--- src/rtl/page_walk_arbiter_if.sv ---
// Bundle of requester, walker and result signals around the page-walk arbiter.
// The slave modport faces the arbiter; master faces requesters and the walker.
interface page_walk_arbiter_if #(
    parameter int NUM_RQ = 3
);
    localparam int IDW = $clog2(NUM_RQ);

    logic [NUM_RQ-1:0]    IN_rqValid;
    logic [NUM_RQ*20-1:0] IN_rqVPN;
    logic [NUM_RQ-1:0]    IN_cancel;
    logic                 IN_flushAll;
    logic [21:0]          IN_rootPPN;
    logic [1:0]           IN_priv;
    logic                 IN_sum;
    logic                 IN_mxr;

    logic                 OUT_busy;
    logic [IDW-1:0]       OUT_rqID;

    logic                 OUT_walkValid;
    logic [19:0]          OUT_walkVPN;
    logic [21:0]          OUT_walkRootPPN;
    logic [1:0]           OUT_walkPriv;
    logic                 OUT_walkSum;
    logic                 OUT_walkMxr;
    logic                 IN_walkReady;
    logic                 IN_walkDone;
    logic [21:0]          IN_walkPPN;
    logic                 IN_walkSuper;
    logic                 IN_walkFault;

    logic                 OUT_resValid;
    logic [IDW-1:0]       OUT_resID;
    logic [21:0]          OUT_resPPN;
    logic                 OUT_resSuper;
    logic                 OUT_resFault;

    modport slave (
        input  IN_rqValid, IN_rqVPN, IN_cancel, IN_flushAll,
        input  IN_rootPPN, IN_priv, IN_sum, IN_mxr,
        output OUT_busy, OUT_rqID,
        output OUT_walkValid, OUT_walkVPN, OUT_walkRootPPN, OUT_walkPriv,
        output OUT_walkSum, OUT_walkMxr,
        input  IN_walkReady, IN_walkDone, IN_walkPPN, IN_walkSuper, IN_walkFault,
        output OUT_resValid, OUT_resID, OUT_resPPN, OUT_resSuper, OUT_resFault
    );

    modport master (
        output IN_rqValid, IN_rqVPN, IN_cancel, IN_flushAll,
        output IN_rootPPN, IN_priv, IN_sum, IN_mxr,
        input  OUT_busy, OUT_rqID,
        input  OUT_walkValid, OUT_walkVPN, OUT_walkRootPPN, OUT_walkPriv,
        input  OUT_walkSum, OUT_walkMxr,
        output IN_walkReady, IN_walkDone, IN_walkPPN, IN_walkSuper, IN_walkFault,
        input  OUT_resValid, OUT_resID, OUT_resPPN, OUT_resSuper, OUT_resFault
    );
endinterface

--- src/rtl/page_walk_arbiter.sv ---
// Round-robin arbiter sharing one page walker among NUM_RQ translation requesters,
// with per-owner cancel and global flush; results are tagged with the owner ID.
module page_walk_arbiter #(
    parameter int NUM_RQ = 3
) (
    input  logic              clk,
    input  logic              rst,
    page_walk_arbiter_if.slave bus
);
    localparam int IDW = $clog2(NUM_RQ);

    typedef enum logic [1:0] {S_IDLE, S_ISSUE, S_WAIT} state_t;

    state_t         state_q, state_d;
    logic [IDW-1:0] rr_q, rr_d;
    logic           squash_q, squash_d;
    logic           busy_q, walk_valid_q, res_valid_q, res_valid_d;
    logic [IDW-1:0] owner_q, res_id_q;
    logic [19:0]    vpn_q;
    logic [21:0]    root_q, res_ppn_q;
    logic [1:0]     priv_q;
    logic           sum_q, mxr_q, res_super_q, res_fault_q;

    logic [NUM_RQ-1:0] cand;
    logic [IDW:0]      scan_idx;
    logic [IDW-1:0]    grant_id;
    logic              grant_found, grant, kill;

    assign cand = bus.IN_flushAll ? '0 : (bus.IN_rqValid & ~bus.IN_cancel);
    assign kill = bus.IN_cancel[owner_q] | bus.IN_flushAll;

    // First candidate scanning upward from rr_q with wrap-around.
    always_comb begin
        grant_found = 1'b0;
        grant_id    = '0;
        scan_idx    = '0;
        for (int k = 0; k < NUM_RQ; k++) begin
            scan_idx = {1'b0, rr_q} + (IDW+1)'(k);
            if (scan_idx >= (IDW+1)'(NUM_RQ))
                scan_idx = scan_idx - (IDW+1)'(NUM_RQ);
            if (!grant_found && cand[scan_idx[IDW-1:0]]) begin
                grant_found = 1'b1;
                grant_id    = scan_idx[IDW-1:0];
            end
        end
    end

    always_comb begin
        state_d     = state_q;
        rr_d        = rr_q;
        squash_d    = squash_q;
        res_valid_d = 1'b0;
        grant       = 1'b0;
        case (state_q)
            S_IDLE: begin
                squash_d = 1'b0;
                if (grant_found) begin
                    grant   = 1'b1;
                    state_d = S_ISSUE;
                    rr_d    = (grant_id == IDW'(NUM_RQ-1)) ? '0 : grant_id + 1'b1;
                end
            end
            S_ISSUE: begin
                // An abandoned request is treated as never issued, even if ready.
                if (kill)
                    state_d = S_IDLE;
                else if (bus.IN_walkReady)
                    state_d = S_WAIT;
            end
            S_WAIT: begin
                if (bus.IN_walkDone) begin
                    state_d     = S_IDLE;
                    squash_d    = 1'b0;
                    res_valid_d = !squash_q && !kill;
                end else if (kill) begin
                    squash_d = 1'b1;
                end
            end
            default: state_d = S_IDLE;
        endcase
    end

    always_ff @(posedge clk) begin
        if (rst) begin
            state_q      <= S_IDLE;
            rr_q         <= '0;
            squash_q     <= 1'b0;
            busy_q       <= 1'b0;
            walk_valid_q <= 1'b0;
            res_valid_q  <= 1'b0;
        end else begin
            state_q      <= state_d;
            rr_q         <= rr_d;
            squash_q     <= squash_d;
            busy_q       <= (state_d != S_IDLE);
            walk_valid_q <= (state_d == S_ISSUE);
            res_valid_q  <= res_valid_d;
        end
    end

    // Payload registers carry no reset; they are only meaningful behind the valids.
    always_ff @(posedge clk) begin
        if (grant) begin
            owner_q <= grant_id;
            vpn_q   <= bus.IN_rqVPN[20*grant_id +: 20];
            root_q  <= bus.IN_rootPPN;
            priv_q  <= bus.IN_priv;
            sum_q   <= bus.IN_sum;
            mxr_q   <= bus.IN_mxr;
        end
        if (res_valid_d) begin
            res_id_q    <= owner_q;
            res_ppn_q   <= bus.IN_walkPPN;
            res_super_q <= bus.IN_walkSuper;
            res_fault_q <= bus.IN_walkFault;
        end
    end

    assign bus.OUT_busy        = busy_q;
    assign bus.OUT_rqID        = owner_q;
    assign bus.OUT_walkValid   = walk_valid_q;
    assign bus.OUT_walkVPN     = vpn_q;
    assign bus.OUT_walkRootPPN = root_q;
    assign bus.OUT_walkPriv    = priv_q;
    assign bus.OUT_walkSum     = sum_q;
    assign bus.OUT_walkMxr     = mxr_q;
    assign bus.OUT_resValid    = res_valid_q;
    assign bus.OUT_resID       = res_id_q;
    assign bus.OUT_resPPN      = res_ppn_q;
    assign bus.OUT_resSuper    = res_super_q;
    assign bus.OUT_resFault    = res_fault_q;
endmodule

--- src/flat_wrapper.sv ---
// flat-port wrapper written by rule: the top's interface ports become plain ports
module page_walk_arbiter_flat 
#(
    parameter int NUM_RQ = 3
)
  (clk, rst, bus_IN_rqValid, bus_IN_rqVPN, bus_IN_cancel, bus_IN_flushAll, bus_IN_rootPPN, bus_IN_priv, bus_IN_sum, bus_IN_mxr, bus_OUT_busy, bus_OUT_rqID, bus_OUT_walkValid, bus_OUT_walkVPN, bus_OUT_walkRootPPN, bus_OUT_walkPriv, bus_OUT_walkSum, bus_OUT_walkMxr, bus_IN_walkReady, bus_IN_walkDone, bus_IN_walkPPN, bus_IN_walkSuper, bus_IN_walkFault, bus_OUT_resValid, bus_OUT_resID, bus_OUT_resPPN, bus_OUT_resSuper, bus_OUT_resFault);
  page_walk_arbiter_if #(.NUM_RQ(NUM_RQ)) bus_i ();
  input  logic clk;
  input  logic rst;
  input wire logic [$bits(bus_i.IN_rqValid)-1:0] bus_IN_rqValid;
  input wire logic [$bits(bus_i.IN_rqVPN)-1:0] bus_IN_rqVPN;
  input wire logic [$bits(bus_i.IN_cancel)-1:0] bus_IN_cancel;
  input wire logic [$bits(bus_i.IN_flushAll)-1:0] bus_IN_flushAll;
  input wire logic [$bits(bus_i.IN_rootPPN)-1:0] bus_IN_rootPPN;
  input wire logic [$bits(bus_i.IN_priv)-1:0] bus_IN_priv;
  input wire logic [$bits(bus_i.IN_sum)-1:0] bus_IN_sum;
  input wire logic [$bits(bus_i.IN_mxr)-1:0] bus_IN_mxr;
  output wire logic [$bits(bus_i.OUT_busy)-1:0] bus_OUT_busy;
  output wire logic [$bits(bus_i.OUT_rqID)-1:0] bus_OUT_rqID;
  output wire logic [$bits(bus_i.OUT_walkValid)-1:0] bus_OUT_walkValid;
  output wire logic [$bits(bus_i.OUT_walkVPN)-1:0] bus_OUT_walkVPN;
  output wire logic [$bits(bus_i.OUT_walkRootPPN)-1:0] bus_OUT_walkRootPPN;
  output wire logic [$bits(bus_i.OUT_walkPriv)-1:0] bus_OUT_walkPriv;
  output wire logic [$bits(bus_i.OUT_walkSum)-1:0] bus_OUT_walkSum;
  output wire logic [$bits(bus_i.OUT_walkMxr)-1:0] bus_OUT_walkMxr;
  input wire logic [$bits(bus_i.IN_walkReady)-1:0] bus_IN_walkReady;
  input wire logic [$bits(bus_i.IN_walkDone)-1:0] bus_IN_walkDone;
  input wire logic [$bits(bus_i.IN_walkPPN)-1:0] bus_IN_walkPPN;
  input wire logic [$bits(bus_i.IN_walkSuper)-1:0] bus_IN_walkSuper;
  input wire logic [$bits(bus_i.IN_walkFault)-1:0] bus_IN_walkFault;
  output wire logic [$bits(bus_i.OUT_resValid)-1:0] bus_OUT_resValid;
  output wire logic [$bits(bus_i.OUT_resID)-1:0] bus_OUT_resID;
  output wire logic [$bits(bus_i.OUT_resPPN)-1:0] bus_OUT_resPPN;
  output wire logic [$bits(bus_i.OUT_resSuper)-1:0] bus_OUT_resSuper;
  output wire logic [$bits(bus_i.OUT_resFault)-1:0] bus_OUT_resFault;
  assign bus_i.IN_rqValid = bus_IN_rqValid;
  assign bus_i.IN_rqVPN = bus_IN_rqVPN;
  assign bus_i.IN_cancel = bus_IN_cancel;
  assign bus_i.IN_flushAll = bus_IN_flushAll;
  assign bus_i.IN_rootPPN = bus_IN_rootPPN;
  assign bus_i.IN_priv = bus_IN_priv;
  assign bus_i.IN_sum = bus_IN_sum;
  assign bus_i.IN_mxr = bus_IN_mxr;
  assign bus_OUT_busy = bus_i.OUT_busy;
  assign bus_OUT_rqID = bus_i.OUT_rqID;
  assign bus_OUT_walkValid = bus_i.OUT_walkValid;
  assign bus_OUT_walkVPN = bus_i.OUT_walkVPN;
  assign bus_OUT_walkRootPPN = bus_i.OUT_walkRootPPN;
  assign bus_OUT_walkPriv = bus_i.OUT_walkPriv;
  assign bus_OUT_walkSum = bus_i.OUT_walkSum;
  assign bus_OUT_walkMxr = bus_i.OUT_walkMxr;
  assign bus_i.IN_walkReady = bus_IN_walkReady;
  assign bus_i.IN_walkDone = bus_IN_walkDone;
  assign bus_i.IN_walkPPN = bus_IN_walkPPN;
  assign bus_i.IN_walkSuper = bus_IN_walkSuper;
  assign bus_i.IN_walkFault = bus_IN_walkFault;
  assign bus_OUT_resValid = bus_i.OUT_resValid;
  assign bus_OUT_resID = bus_i.OUT_resID;
  assign bus_OUT_resPPN = bus_i.OUT_resPPN;
  assign bus_OUT_resSuper = bus_i.OUT_resSuper;
  assign bus_OUT_resFault = bus_i.OUT_resFault;
  page_walk_arbiter #(.NUM_RQ(NUM_RQ)) u_core (.clk(clk), .rst(rst), .bus(bus_i));
endmodule
--- config.mk ---
export PLATFORM = sky130hd
export DESIGN_NAME = page_walk_arbiter_flat
export DESIGN_NICKNAME = d
export VERILOG_FILES = /design/src/rtl/page_walk_arbiter_if.sv /design/src/rtl/page_walk_arbiter.sv /design/src/flat_wrapper.sv
export SDC_FILE = /design/constraint.sdc
export NUM_CORES = 1
export LEC_CHECK = 0
export BUFFER_PORTS_ARGS = -buffer_cell sky130_fd_sc_hd__clkbuf_2
export CAP_MARGIN = 20
export CORE_MARGIN = 4
export CORE_UTILIZATION = 46
export DETAILED_ROUTE_END_ITERATION = 16
export HOLD_SLACK_MARGIN = 0.02
export PLACE_DENSITY = 0.85
export SKIP_CTS_REPAIR_TIMING = 1
export SLEW_MARGIN = 5
export SYNTH_ARGS = -nofsm -noshare
export SYNTH_HDL_FRONTEND = slang
export SYNTH_SLANG_ARGS = --single-unit
--- constraint.sdc ---
create_clock -name clk -period 10 [get_ports clk]
set_input_delay 1 -clock clk [delete_from_list [all_inputs] [get_ports clk]]
set_output_delay 1 -clock clk [all_outputs]
set_load 0.005 [all_outputs]
After elaboration in Yosys (flattened, before gate mapping)
Cells that the tools add are included.
Widths: inputs -> output; s select.
{"block": "word_totals", "wordCells": 82, "ff_bits": 82, "ramBits": 0, "romBits": 0, "latchBits": 0, "out_inout_bits": 77, "memories": 0, "in_bits": 121}
{"block": "op_classes", "div_mod_pow": 0, "n_bitwise": 3, "shift": 1, "addsub": 6, "order_cmp": 7, "reduce_logical": 12, "eq_ne": 5, "mul": 1, "muxes": 31}
{"op": "$shiftx 60x8->20", "n": 1}
{"op": "$mux 2", "n": 11}
{"op": "$mux 1", "n": 13}
{"op": "$lt 2x3->1 const B", "n": 4}
{"op": "$bmux 1 s2", "n": 4}
{"op": "$ge 3x2->1 const B", "n": 2}
{"op": "$pmux 2 s3", "n": 1}
{"op": "$sub 2x2->2 const B", "n": 3}
{"op": "$mul 3x2->5 const A", "n": 1}
{"op": "$eq 2x1->1 const B", "n": 2}
{"op": "$eq 2x2->1 const B", "n": 2}
{"op": "$logic_not 1->1", "n": 4}
{"op": "$reduce_and 2->1", "n": 2}
{"op": "$reduce_bool 2->1", "n": 2}
{"op": "$add 2x1->3 const B", "n": 1}
{"op": "$add 2x2->3 const B", "n": 1}
{"op": "$and 3x3->3", "n": 1}
{"op": "$logic_and 1x1->1", "n": 3}
{"op": "$mux 3", "n": 1}
{"op": "$ne 3x2->1 const B", "n": 1}
{"op": "$not 3->3", "n": 1}
{"op": "$add 2x1->2 const B", "n": 1}
{"op": "$ge 2x2->1 const B", "n": 1}
{"op": "$logic_not 2->1", "n": 1}
{"op": "2 further kinds", "n": 2}

Depth between registers and ports, before layout
{"block": "logic_depth", "depth_word": 15, "mapped_depth": 8, "depth_no_buf": 7}

Worst setup path before layout
No wires, ideal clock.
{"block": "synth_path", "path_type": "input-to-reg", "startpoint": "input bus_IN_flushAll", "endpoint": "register u_core.owner_q[0], in the netlist u_core.bus.OUT_rqID[0], enable pin", "setup_time_ns": 0.454, "t_arrival_ns": 3.888, "slack_ns": 5.658, "path_buffers": 0, "t_required_ns": 9.546, "path_stages": 4, "path_cell_list": "or3b_4 > a311oi_2 > o22ai_2 > nor2_1"}
{"block": "synth_between", "elab_chain_len": 12, "elab_cells_between_ends": 16, "cone_classes": "mux (12); reduce/logical (4)"}
{"element": "start, declared", "line_no": "flat_wrapper.sv:13", "text": "input wire logic [$bits(bus_i.IN_flushAll)-1:0] bus_IN_flushAll;"}
{"element": "$mux 3 *", "line_no": "page_walk_arbiter.sv:29", "text": "assign cand = bus.IN_flushAll ? '0 : (bus.IN_rqValid & ~bus.IN_cancel);"}
{"element": "$bmux 1 s2", "line_no": "page_walk_arbiter.sv:41", "text": "if (!grant_found && cand[scan_idx[IDW-1:0]]) begin"}
{"element": "$mux 1 (not written as such)", "line_no": "page_walk_arbiter.sv:41"}
{"element": "$mux 1", "line_no": "page_walk_arbiter.sv:41"}
{"element": "$logic_not 1->1", "line_no": "page_walk_arbiter.sv:41"}
{"element": "$logic_and 1x1->1", "line_no": "page_walk_arbiter.sv:41"}
{"element": "$mux 1", "line_no": "page_walk_arbiter.sv:41"}
{"element": "$logic_not 1->1", "line_no": "page_walk_arbiter.sv:41"}
{"element": "$logic_and 1x1->1", "line_no": "page_walk_arbiter.sv:41"}
{"element": "$mux 1 *", "line_no": "page_walk_arbiter.sv:41"}
{"element": "$mux 1 *", "line_no": "page_walk_arbiter.sv:57", "text": "if (grant_found) begin"}
{"element": "$mux 1 *", "line_no": "page_walk_arbiter.sv:54", "text": "case (state_q)"}
{"element": "net u_core.grant", "line_no": "page_walk_arbiter.sv:27", "text": "logic grant_found, grant, kill;"}
{"element": "end signal, assigned", "line_no": "page_walk_arbiter.sv:104", "text": "owner_q <= grant_id;"}
{"element": "end, declared", "line_no": "page_walk_arbiter.sv:18", "text": "logic [IDW-1:0] owner_q, res_id_q;"}
Mark *: on every way through the listed nets, which the timed path passes. The rest lies on a longest branch. The select of a mux whose other input is x is not followed.
A chain may end at the register's enable or synchronous reset.

Worst setup path after layout
{"block": "layout_path", "startpoint": "input bus_IN_cancel[1]", "endpoint": "register u_core.vpn_q[8], in the netlist u_core.bus.OUT_walkVPN[8], data pin"}
{"block": "layout_between", "elab_chain_len": 14, "elab_cells_between_ends": 20, "cone_classes": "mul (1); shift (1); mux (12); bitwise (2); reduce/logical (4)"}
{"element": "start, declared", "line_no": "flat_wrapper.sv:12", "text": "input wire logic [$bits(bus_i.IN_cancel)-1:0] bus_IN_cancel;"}
{"element": "$not 3->3 *", "line_no": "page_walk_arbiter.sv:29"}
{"element": "$and 3x3->3 *", "line_no": "page_walk_arbiter.sv:29"}
{"element": "$mux 3 *", "line_no": "page_walk_arbiter.sv:29"}
{"element": "$bmux 1 s2", "line_no": "page_walk_arbiter.sv:41"}
{"element": "$mux 1 (not written as such)", "line_no": "page_walk_arbiter.sv:41"}
{"element": "$mux 1", "line_no": "page_walk_arbiter.sv:41"}
{"element": "$logic_not 1->1", "line_no": "page_walk_arbiter.sv:41"}
{"element": "$logic_and 1x1->1", "line_no": "page_walk_arbiter.sv:41"}
{"element": "$mux 1", "line_no": "page_walk_arbiter.sv:41"}
{"element": "$logic_not 1->1", "line_no": "page_walk_arbiter.sv:41"}
{"element": "$logic_and 1x1->1", "line_no": "page_walk_arbiter.sv:41"}
{"element": "$mux 2 *", "line_no": "page_walk_arbiter.sv:41"}
{"element": "$mul 3x2->5 *", "line_no": "page_walk_arbiter.sv:105", "text": "vpn_q <= bus.IN_rqVPN[20*grant_id +: 20];"}
{"element": "$shiftx 60x8->20 *", "line_no": "page_walk_arbiter.sv:105"}
{"element": "end signal, assigned", "line_no": "page_walk_arbiter.sv:105"}
{"element": "end, declared", "line_no": "page_walk_arbiter.sv:19", "text": "logic [19:0] vpn_q;"}
Mark *: on every way between the ends. The rest lies on a longest branch, timed or not. The select of a mux whose other input is x is not followed.

==> results.ini <==
[run_status]
status=complete, no violations

[clocking]
clk_latency_ns=0.34
cts.sinks=82
clk_pin_slew_ns=0.08
h-tree-depth=3
clockBufferDepth=2
cts-root-buf=clkbuf_8
cts_buffers=9
cts_tree=done

[placement]
place_ws_ns=6.47
dp_cells=452
dpl-instance-area_sq_um=4220
dpl.hpwl_um=6640
place_congestion=0.852
port-buffer-count=197

[die]
initial_core_util=0.484
io_pins=198
coreArea_sq_um=6530
rows=29
die_y_um=90.9
fp.dieW_um=90.9
die_area_sq_um=8270

[hold_path]
min_path_cells=2
hp-start=u_core.squash_q$_SDFFE_PP0P_
hold_end=u_core.squash_q$_SDFFE_PP0P_
min_path_type=reg -> reg

[timing]
finalSetupViolCount=0
hold_viol_final=0
tns_ns=0
fmax_ghz=0.319
fin_crit_ns=3.14
rsz0062_at_grt=no
setup_slack_ns=6.86
relSlewSlack=0.312
worst_pin_slew_ns=1.03
finalClockSkew_ns=0.0117
fin_crit_sh=0.314
timing.hold.ws_ns=0.498
drv_slew=0

[synthesis]
synth_area_sq_um=3160
syn_avg_cell_area_sq_um=17.3
synth-warning-count=0
yosysTopAreaCellShare=0.702
yosysSeqAreaShare=0.753
yosys.area.top_type=edfxtp_1
syn_nets=306
ys_seq_elements=82
syn_inst=183
ys_top_cells_by_area=edfxtp_1 (70%), a22o_1 (5.5%), dfxtp_1 (5.1%)
ys_types=36

[final_layout]
area_growth_pct=39.7
nNetsFinal=510
layout-drive-gt1-share=0.582
diodes=0
fin_area_sq_um=4420
final_cells=469
fillCellCount=501

[grt]
grt_pass1_wl_um=12700
grt_usage=0.198
grt-ovfl-total=0
grt_max_degree=33
antenna_found_initial=0
grt_pass1_vias=2436

[power_and_ir_drop]
leakage_nw=2.04
ir_drop_uv=86.9
power_density_nw_per_um2=162

[drt]
via_count=2403
first_pass_iters=4
drt-total-wl_um=8390
drcViolationCount=0
ant_nets=0
drt_iter0_markers=82
avgViaCountPerCell=5.12
wire_per_inst_um=17.9

[setup_path]
critPathRequiredTime_ns=10.10
rr_startpoint=u_core.rr_q[0]$_SDFFE_PP0P_
ff2ff_path_depth=7
arrival_ns=3.23
critPathMaxFanout=24
ff2ff_setup_slack_ns=7.03
worstSetupPathType=in -> reg
r2r-end=u_core.bus.OUT_walkVPN[8]$_DFFE_PP_
endpoint_kind=flop
start_kind=primary input

[job]
drv_cap=0

-- critical path: stages --
cell and delay [ns]:
clkbuf_2 0.09, nand2b_1 0.21, or3_4 0.41, a211oi_4 0.85, nor2_2 0.38, a21o_1 0.28
-- layout make-up --
class                      instances  area [sq um]  area share
clock buffer                       9           124      0.0280
clock inverter                     7          51.3      0.0116
inverter                           5          18.8     0.00425
multi-input combinational         89           719       0.163
sequential                        82          2380       0.539
tap                               77          96.3      0.0218
timing repair buffer             200          1030       0.233
-- placed cells by master, fill, tap and decap left out, types with 2 or more instances in the layout --
cell and n:
clkbuf_2 197, edfxtp_1 74, a21o_1 21, a22o_1 20, clkbuf_8 9, dfxtp_1 8, inv_1 5, a21oi_1 5
nand2_1 4, nor2_1 3, nor3_1 3, nand2b_1 2, o21ai_0 2, nor3_2 2, nand3_1 2, nor2b_1 2
ha_1 2, inv_6 2, clkinv_4 2, buf_4 2
-- routing by layer --
layer | GRT usage | vias up | wire length (um)
met5 | 0 | - | 0
met4 | 0.0528 | 0 | 23
met3 | 0.0537 | 2 | 646
met2 | 0.378 | 118 | 4830
met1 | 0.214 | 1150 | 2890
li1 | - | 1133 | -
-- sequential cells by signal (all words and copies together) (netlist names) --
name                        count
u_core.bus.OUT_walkMxr          1
u_core.bus.OUT_walkValid        1
u_core.bus.OUT_walkPriv         2
u_core.bus.OUT_busy             1
u_core.bus.OUT_walkSum          1
u_core.state_q                  2
u_core.bus.OUT_resID            2
u_core.bus.OUT_resValid         1
u_core.bus.OUT_resSuper         1
u_core.bus.OUT_resPPN          22
u_core.squash_q                 1
u_core.bus.OUT_walkRootPPN     22
u_core.bus.OUT_rqID             2
u_core.bus.OUT_walkVPN         20
u_core.bus.OUT_resFault         1
u_core.rr_q                     2
-- stage by stage --
stage | util | power [mW]
6_report | 0.677 | 0.714
3_3_place_gp | 0.646 | 0.505
3_5_place_dp | 0.646 | 0.510
2_1_floorplan | - | 0.458
5_1_grt | 0.677 | 0.743
4_1_cts | 0.673 | 0.721
-- logic make-up (layout without fill, tap and decap cells) --
kind of cell    after synthesis  after routing  share of synthesized area
flops                        82             82                      0.753
compound gates               59             59                      0.155
simple gates                 27             27                     0.0558
buf+inv                      12            221                     0.0249
fa+ha+maj                     2              2                    0.00791
mux                           1              1                    0.00356
-- worst max path at each step --
stage / startpoint / end / cells after the start
6_report: bus_IN_cancel[1] / u_core.bus.OUT_walkVPN[8]$_DFFE_PP_ / 6
5_1_grt: bus_IN_cancel[1] / u_core.bus.OUT_walkVPN[19]$_DFFE_PP_ / 6
4_1_cts: bus_IN_cancel[1] / u_core.bus.OUT_walkVPN[6]$_DFFE_PP_ / 6
3_5_place_dp: bus_IN_cancel[1] / u_core.bus.OUT_walkVPN[6]$_DFFE_PP_ / 6
3_3_place_gp: bus_IN_cancel[1] / u_core.bus.OUT_walkVPN[19]$_DFFE_PP_ / 6
2_1_floorplan: bus_IN_flushAll / u_core.bus.OUT_rqID[0]$_DFFE_PP_ / 4
-- cell usage after synthesis (all sizes together) --
cell type	number
inv	5
nand2b	2
a22o	20
a21o	21
a211oi	3
nor4	2
buf	7
o21ba	1
o22a	1
nor2b	2
o22ai	1
edfxtp	74
or3	1
a311oi	1
or3b	1
and4b	1
and2	1
dfxtp	8
nand4	1
o21ai	3
a21oi	5
nor3	5
nand2	4
mux2	1
o21a	1
ha	2
nor2	5
a2111oi	1
nand3	2
a221oi	1
-- report_power, final --
| group | internal [mW] | total [mW] | switching [mW] |
|---|---|---|---|
| clock | 0.0915 | 0.213 | 0.122 |
| sequential | 0.400 | 0.408 | 0.00777 |
| combinational | 0.0459 | 0.0930 | 0.0472 |
| total | 0.538 | 0.714 | 0.177 |
(Power assumes the default switching activity.)
